### config.mk
export PLATFORM = sky130hd
export DESIGN_NAME = hazard_ctrl
export DESIGN_NICKNAME = d
export VERILOG_FILES = /design/src/rtl/hazard_ctrl.sv
export SDC_FILE = /design/constraint.sdc
export NUM_CORES = 1
export LEC_CHECK = 0
export BUFFER_PORTS_ARGS = -buffer_cell sky130_fd_sc_hd__buf_2
export CAP_MARGIN = 0
export CORE_MARGIN = 2
export CORE_UTILIZATION = 38
export CTS_BUF_LIST = sky130_fd_sc_hd__clkbuf_4 sky130_fd_sc_hd__clkbuf_8 sky130_fd_sc_hd__clkbuf_16
export CTS_CLUSTER_DIAMETER = 80
export CTS_CLUSTER_SIZE = 25
export DETAILED_ROUTE_END_ITERATION = 8
export PLACE_DENSITY = 0.86
export SYNTH_ARGS = -nofsm -noshare
export SYNTH_HDL_FRONTEND = slang
export SYNTH_SLANG_ARGS = --single-unit
### constraint.sdc
create_clock -name clk -period 3.9 [get_ports clk]
set_input_delay 1.17 -clock clk [delete_from_list [all_inputs] [get_ports clk]]
set_output_delay 1.17 -clock clk [all_outputs]
set_load 0.01 [all_outputs]
### src/rtl/hazard_ctrl.sv
// hazard_ctrl: stall/forward/flush control for the 5-stage MIPS pipe; define HAZARD_STALL_CNT_EN to enable the stall_cnt counter
module hazard_ctrl #(
    parameter int MULT_CYC = 5,
    parameter int DIV_CYC  = 10,
    parameter int CNT_W    = 4
) (
    input  logic        clk,
    input  logic        reset,
    input  logic [4:0]  A_rsD,
    input  logic [4:0]  A_rtD,
    input  logic [1:0]  TuseRsD,
    input  logic [1:0]  TuseRtD,
    input  logic [4:0]  AwriteE,
    input  logic [4:0]  AwriteM,
    input  logic [4:0]  AwriteW,
    input  logic        RegWriteE,
    input  logic        RegWriteM,
    input  logic        RegWriteW,
    input  logic [4:0]  A_rsE,
    input  logic [4:0]  A_rtE,
    input  logic [1:0]  TnewE,
    input  logic [1:0]  TnewM,
    input  logic        md_useD,
    input  logic        startE,
    input  logic        md_divE,
    input  logic        eretD,
    input  logic        mtcoE,
    input  logic        mtcoM,
    input  logic [4:0]  rdE,
    input  logic [4:0]  rdM,
    input  logic        exc_req,
    output logic        stallF,
    output logic        stallD,
    output logic        clrE,
    output logic        CLR,
    output logic [1:0]  fwd_rsD,
    output logic [1:0]  fwd_rtD,
    output logic [1:0]  fwd_rsE,
    output logic [1:0]  fwd_rtE,
    output logic        md_busy,
    output logic [31:0] stall_cnt
);
    localparam logic [CNT_W-1:0] MULT_L = CNT_W'(MULT_CYC);
    localparam logic [CNT_W-1:0] DIV_L  = CNT_W'(DIV_CYC);
    logic [CNT_W-1:0] cnt_q, cnt_d;
    logic stall_dat, stall_md, stall_eret, stall;
    function automatic logic match(input logic we, input logic [4:0] aw, input logic [4:0] r);
        return r != 5'd0 && we && aw == r;
    endfunction
    always_comb begin
        stall_dat  = (match(RegWriteE, AwriteE, A_rsD) && TuseRsD < TnewE) ||
                     (match(RegWriteM, AwriteM, A_rsD) && TuseRsD < TnewM) ||
                     (match(RegWriteE, AwriteE, A_rtD) && TuseRtD < TnewE) ||
                     (match(RegWriteM, AwriteM, A_rtD) && TuseRtD < TnewM);
        md_busy    = startE || cnt_q != '0;
        stall_md   = md_useD && md_busy;
        stall_eret = eretD && ((mtcoE && rdE == 5'd14) || (mtcoM && rdM == 5'd14));
        stall      = stall_dat || stall_md || stall_eret;
        stallF     = stall && !exc_req;
        stallD     = stallF;
        clrE       = stallF;
        CLR        = exc_req;
        fwd_rsD    = (match(RegWriteE, AwriteE, A_rsD) && TnewE == 2'd0) ? 2'd1 :
                     (match(RegWriteM, AwriteM, A_rsD) && TnewM == 2'd0) ? 2'd2 : 2'd0;
        fwd_rtD    = (match(RegWriteE, AwriteE, A_rtD) && TnewE == 2'd0) ? 2'd1 :
                     (match(RegWriteM, AwriteM, A_rtD) && TnewM == 2'd0) ? 2'd2 : 2'd0;
        fwd_rsE    = (match(RegWriteM, AwriteM, A_rsE) && TnewM == 2'd0) ? 2'd1 :
                     match(RegWriteW, AwriteW, A_rsE) ? 2'd2 : 2'd0;
        fwd_rtE    = (match(RegWriteM, AwriteM, A_rtE) && TnewM == 2'd0) ? 2'd1 :
                     match(RegWriteW, AwriteW, A_rtE) ? 2'd2 : 2'd0;
        cnt_d      = (startE && !exc_req) ? (md_divE ? DIV_L : MULT_L) :
                     (cnt_q != '0) ? cnt_q - CNT_W'(1) : cnt_q;
    end
    always_ff @(posedge clk)
        cnt_q <= reset ? '0 : cnt_d;
`ifdef HAZARD_STALL_CNT_EN
    logic [31:0] stall_cnt_q, stall_cnt_d;
    always_comb
        stall_cnt_d = (stallD && stall_cnt_q != '1) ? stall_cnt_q + 32'd1 : stall_cnt_q;
    always_ff @(posedge clk)
        stall_cnt_q <= reset ? '0 : stall_cnt_d;
    assign stall_cnt = stall_cnt_q;
`else
    assign stall_cnt = 32'd0;
`endif
endmodule

==> results.yml, run 1 <==
grt:
  antenna_found_initial: 0
  grt_pass1_vias: 1151
  grt_start_max_net_pins: 6
  grt_first_pass_wirelength_um: 4760
  grt.overflow.total: 0
  track_usage: 0.165
timing:
  finalHoldViolations: 0
  skew_ns: 0.00710
  finalMaxSlewViolations: 0
  setup_viol: 0
  min_period_ns: 3.85
  rsz0062_at_grt: "yes"
  setup_tns_ns: 0
  maxClockFrequency_mhz: 260
  min_period_over_period: 0.988
cells_and_area:
  layout.cells.non_filler: 292
  reg_top3: "cnt_q: 4 flops"
  nets: 321
  multi_input_area_um2: 1020
  finalInstanceArea_um2: 1650
  largest_reg_flops: 4
  drive_above_1_share: 0.367
  final_cell_mix: "buf_2 (75), xnor2_1 (32), conb_1 (32)"
  layout_commonest_cell: "buf_2"
  register_area_um2: 80.1
  n_antenna_cell: 0
  fill_cells: 314
  regMostFlops: "cnt_q"
  synthToLayoutAreaGrowth_pct: 31.8
yosys:
  ys_ff_latch: 4
  syn-cell-area_um2: 1250
  ys_seq_area_frac: 0.0640
  ys_dominant_reg_cell: "dfxtp_1"
  yosysWarnings: 0
  synth_edf_count: 0
  syn_area_per_cell_um2: 7.49
  synthArstFlopShare: 0
  yosysUniqueCellTypes: 35
  synth_cells: 167
clock_network:
  clk_latency_ns: 0.24
  cts_buffers: 3
  clock-sinks: 4
  clk_pin_slew_ns: 0.04
  cts-root-buf: "clkbuf_4"
  clockBufferDepth: 2
  htreeDepth: 1
  ctsHoldBuffers: 0
  cts_tree: "yes"
worst_setup_path:
  r2r_slack_ns: 2.59
  cp-end-kind: "output port"
  worstPathArrival_ns: 2.68
  critPathBufInv: 2
  start_kind: "input pin"
  cp.required_ns: 2.73
  cp_max_fo: 3
  slowest_delay_ns: 0.53
  path_cells: "buf_6, or4_4, nor2_4, nor4_4, a222oi_1, a41oi_2, buf_2"
  crit_slowest_cell: "or4_4"
  cpLargestDelayFamily: "simple AND/OR/NAND/NOR gates"
  critical_path_class: "input pin to output port"
detailed_routing:
  wirelength_um: 3230
  via_per_inst: 4.45
  ant_nets: 0
  wl_met1_um: 1380
  met2WireLength_um: 1670
  drt_iter0_drc: 44
  first_pass_iters: 4
  drc: 0
  wl_met3_um: 156
  dr_total_vias: 1300
  top_layer_used: "met4"
  wire_per_inst_um: 11.1
placement:
  place.gp.congestion: 0.841
  port_buffers: 77
  place_hpwl_um: 2920
  placedCellCount: 289
  dpl_cell_area_um2: 1590
die:
  ioPinCount: 110
  placementRows: 20
  coreArea_um2: 3100
  die_w_um: 61.4
  start_util: 0.403
  die_area_um2: 3770
  die_h_um: 61.4
pwr:
  power_frac_comb: 0.684
  power_mw: 0.408
  leakage_nw: 0.802
  swShare: 0.445
  p_sw_mw: 0.182
  clockPowerShare: 0.130
  intPower_mw: 0.226
  vdd_drop_max_uv: 139
  seq_power_share: 0.186
  power.density_nw_per_um2: 247
job:
  cap_violations: 0
min_path:
  min_path_type: "flip-flop to flip-flop"
status:
  status: "complete, no violations"
==> routing by layer <==
layer / vias up / GRT usage
met5: - / 0
met4: 0 / 0.0395
met3: 2 / 0.00840
met2: 47 / 0.307
met1: 574 / 0.209
li1: 677 / -
==> final timing paths <==
path	from	endpoint	cells past startpoint
worst min register to register	cnt_q[1]	cnt_q[1]	4
worst max-delay path	A_rtD[2]	clrE	7
worst min-delay path	cnt_q[1]	cnt_q[1]	4
worst max register to register	cnt_q[0]	cnt_q[3]	6
==> synth_stat cells, drive strengths merged (4+ instances only) <==
library cell	instances	area, um2
nand2b	8	50.1
xnor2	32	280
nor2	13	51.3
nand4b	5	43.8
or4	4	33.8
inv	7	26.3
ha	6	75.1
dfxtp	4	80.1
nand2	5	18.8
xor2	8	70.1
buf	35	263
nand4	5	31.3
nor4	6	37.5
==> power by group through the flow <==
stage               clock [mW]  sequential (mW)  combinational [mW]
floorplan                    0           0.0743               0.209
global placement             0           0.0766               0.265
detailed placement           0           0.0769               0.270
CTS                     0.0543           0.0762               0.277
global route            0.0551           0.0779               0.315
finish                  0.0529           0.0759               0.279
==> timing repair <==
action | CTS | global route
pin swaps | 5 | 3
buffers inserted | 1 | 0
gates cloned | 0 | 0
endpoints found under the hold margin | 0 | 0
setup endpoints to repair | 3 | 3
gates resized for setup | 3 | 3
==> worst reg2reg max path, cell delays in order, from the launching register on <==
cell	delay [ns]
dfxtp_1	0.32
inv_1	0.09
ha_1	0.14
nor3b_2	0.32
nor2_1	0.12
a22oi_1	0.15
nor2_1	0.05
==> final cells by class <==
cell class,instances,share of cell area
Clock buffer,3,0.0137
Tap cell,44,0.0334
Timing Repair Buffer,83,0.269
Sequential cell,4,0.0486
Multi-Input combinational cell,151,0.620
Inverter,7,0.0159
==> logic make-up after synthesis <==
kind of cell	count (synthesis)	share of synthesized area
AOI/OAI and AO/OA	14	0.0770
xor gates and xnor gates	40	0.280
adders and majority gates	6	0.0600
buffers and inverters	43	0.234
DFF	4	0.0640
muxes	1	0.00800
other	1	0.00300
and+or+nand+nor	58	0.274
==> metrics by stage <==
step	utilization	hold WS [ns]	worst slack, ns
2_1_floorplan	-	0.584	0.166
3_3_place_gp	0.511	0.632	-0.0697
3_5_place_dp	0.511	0.617	-0.0894
4_1_cts	0.524	0.633	-0.00449
5_1_grt	0.531	0.680	-0.0530
6_report	0.531	0.626	0.0484
Note: power is estimated with default switching activity, not from simulation.
==> inputs of run 2 (changes only) <==
--- a/config.mk
+++ b/config.mk
@@ -13,7 +13,7 @@
 export CTS_CLUSTER_DIAMETER = 80
 export CTS_CLUSTER_SIZE = 25
 export DETAILED_ROUTE_END_ITERATION = 8
-export PLACE_DENSITY = 0.86
+export PLACE_DENSITY_LB_ADDON = 0.1
 export SYNTH_ARGS = -nofsm -noshare
 export SYNTH_HDL_FRONTEND = slang
 export SYNTH_SLANG_ARGS = --single-unit
==> run 2 against run 1 <==
  * Total power shrank 2.7%
  * Critical path depth is the same
  * Fmax is essentially flat
  * Hold slack gained 0.019 ns
  * Wire length shrank 0.59%
  * Clock skew shrank 0.0064 ns
  * Setup slack gained 0.0038 ns
  * Via count shrank 0.54%
  * Register-to-register slack gained 0.03 ns
  * Final area shrank 1.1%
  * Global-route usage shrank 0.29 points
  * Critical path type unchanged
  * Largest cell class unchanged
  * Largest power group unchanged
==> results.yml, run 2 (synthesis results as in run 1) <==
status:
  status: "complete, no violations"
worst_setup_path:
  cp-end-kind: "output port"
  crit_end: "stallD"
  start_kind: "input pin"
  cp_max_fo: 3
  reg2regPathDepth: 6
  r2r_slack_ns: 2.62
  critical_path_class: "input pin to output port"
  critPathLaunch: "A_rtD[1]"
  worstReg2RegEnd: "cnt_q[1]"
  cp.required_ns: 2.73
  worstPathArrival_ns: 2.68
  r2r_start: "cnt_q[0]"
placement:
  place.gp.congestion: 0.785
  port_buffers: 77
  dpl_cell_area_um2: 1560
  place_hpwl_um: 2900
pwr:
  clockPowerShare: 0.122
  p_sw_mw: 0.173
  power_mw: 0.397
  power_frac_comb: 0.687
  seq_power_share: 0.191
  leakage_nw: 0.788
  intPower_mw: 0.224
  power.density_nw_per_um2: 243
  vdd_drop_max_uv: 98.1
  swShare: 0.435
grt:
  grt.overflow.total: 0
  track_usage: 0.162
  grt_first_pass_wirelength_um: 4690
  grt_start_max_net_pins: 6
  antenna_found_initial: 0
  grt_pass1_vias: 1102
cells_and_area:
  final_cell_mix: "buf_2 (75), xnor2_1 (32), conb_1 (32)"
  largest_reg_flops: 4
  finalInstanceArea_um2: 1630
  regMostFlops: "cnt_q"
  n_antenna_cell: 0
  reg_top3: "cnt_q: 4 flops"
  synthToLayoutAreaGrowth_pct: 30.3
  fill_cells: 312
  nets: 318
  drive_above_1_share: 0.359
  layout_commonest_cell: "buf_2"
die:
  die_h_um: 61.4
  coreArea_um2: 3100
  placementRows: 20
  ioPinCount: 110
  start_util: 0.403
  die_w_um: 61.4
  die_area_um2: 3770
clock_network:
  clock-sinks: 4
  clk_latency_ns: 0.23
  cts-root-buf: "clkbuf_4"
  cts_tree: "yes"
  cts_buffers: 3
  clockBufferDepth: 2
  clk_pin_slew_ns: 0.03
  htreeDepth: 1
timing:
  finalMaxSlewViolations: 0
  maxClockFrequency_mhz: 260
  min_period_over_period: 0.987
  fin_hold_ws_ns: 0.644
  setup_viol: 0
  setup_tns_ns: 0
  rsz0062_at_grt: "yes"
  min_period_ns: 3.85
  skew_ns: 0.000650
  finalHoldViolations: 0
detailed_routing:
  via_per_inst: 4.47
  drc: 0
  first_pass_iters: 4
  wirelength_um: 3210
  ant_nets: 0
  drt_iter0_drc: 31
  dr_total_vias: 1293
  wire_per_inst_um: 11.1
min_path:
  min_path_type: "flip-flop to flip-flop"
job:
  cap_violations: 0
==> run 2: stage by stage <==
step                 util  setup slack, ns  std cells
finish              0.525           0.0522        289
global route        0.525          -0.0710        289
CTS                 0.509           0.0176        288
detailed placement  0.502           0.0348        285
global placement    0.502           0.0668        285
floorplan               -            0.166        198
==> run 2: critical path, cell delays in order <==
cell and delay [ns]:
buf_8 0.09, or4_4 0.54, nor2_4 0.14, nor4_4 0.06
a222oi_1 0.32, a41oi_2 0.18, buf_2 0.18
==> run 2: how the worst min path moves through the flow <==
| stage | from | to | slack [ns] | cells after the start |
|---|---|---|---|---|
| after floorplan | cnt_q[1] | cnt_q[1] | 0.58 | 4 |
| after global placement | cnt_q[1] | cnt_q[1] | 0.64 | 4 |
| after detailed placement | cnt_q[0] | cnt_q[0] | 0.64 | 3 |
| after CTS | cnt_q[0] | cnt_q[0] | 0.65 | 3 |
| after global routing | cnt_q[0] | cnt_q[0] | 0.68 | 3 |
| final | cnt_q[1] | cnt_q[1] | 0.64 | 4 |
==> run 2: layout make-up <==
cell class	count	area, um2	share of cell area
well taps	44	55.1	0.0338
clock buffers	3	22.5	0.0138
flip-flops and latches	4	80.1	0.0491
repair buffers	80	424	0.260
inverters	7	26.3	0.0161
multi-input cells	151	1020	0.627
==> run 2: power groups by stage <==
stage,clock (mW),sequential [mW],combinational [mW]
2_1_floorplan,0,0.0743,0.209
3_3_place_gp,0,0.0774,0.269
3_5_place_dp,0,0.0770,0.266
4_1_cts,0.0507,0.0763,0.268
5_1_grt,0.0523,0.0776,0.310
6_report,0.0483,0.0759,0.273
==> run 2: timing repair <==
| action | in CTS | in global routing |
|---|---|---|
| buffers inserted | 0 | 1 |
| hold buffers | 0 | 0 |
| setup endpoints to repair | 0 | 3 |
| resized for setup | 0 | 9 |
==> run 2: routing by layer <==
metal | vias to the layer above | global-route usage | part of all wire
met5 | - | 0 | 0
met4 | 0 | 0.0365 | 0
met3 | 0 | 0.0273 | 0.074
met2 | 57 | 0.274 | 0.50
met1 | 570 | 0.218 | 0.43
li1 | 666 | - | -
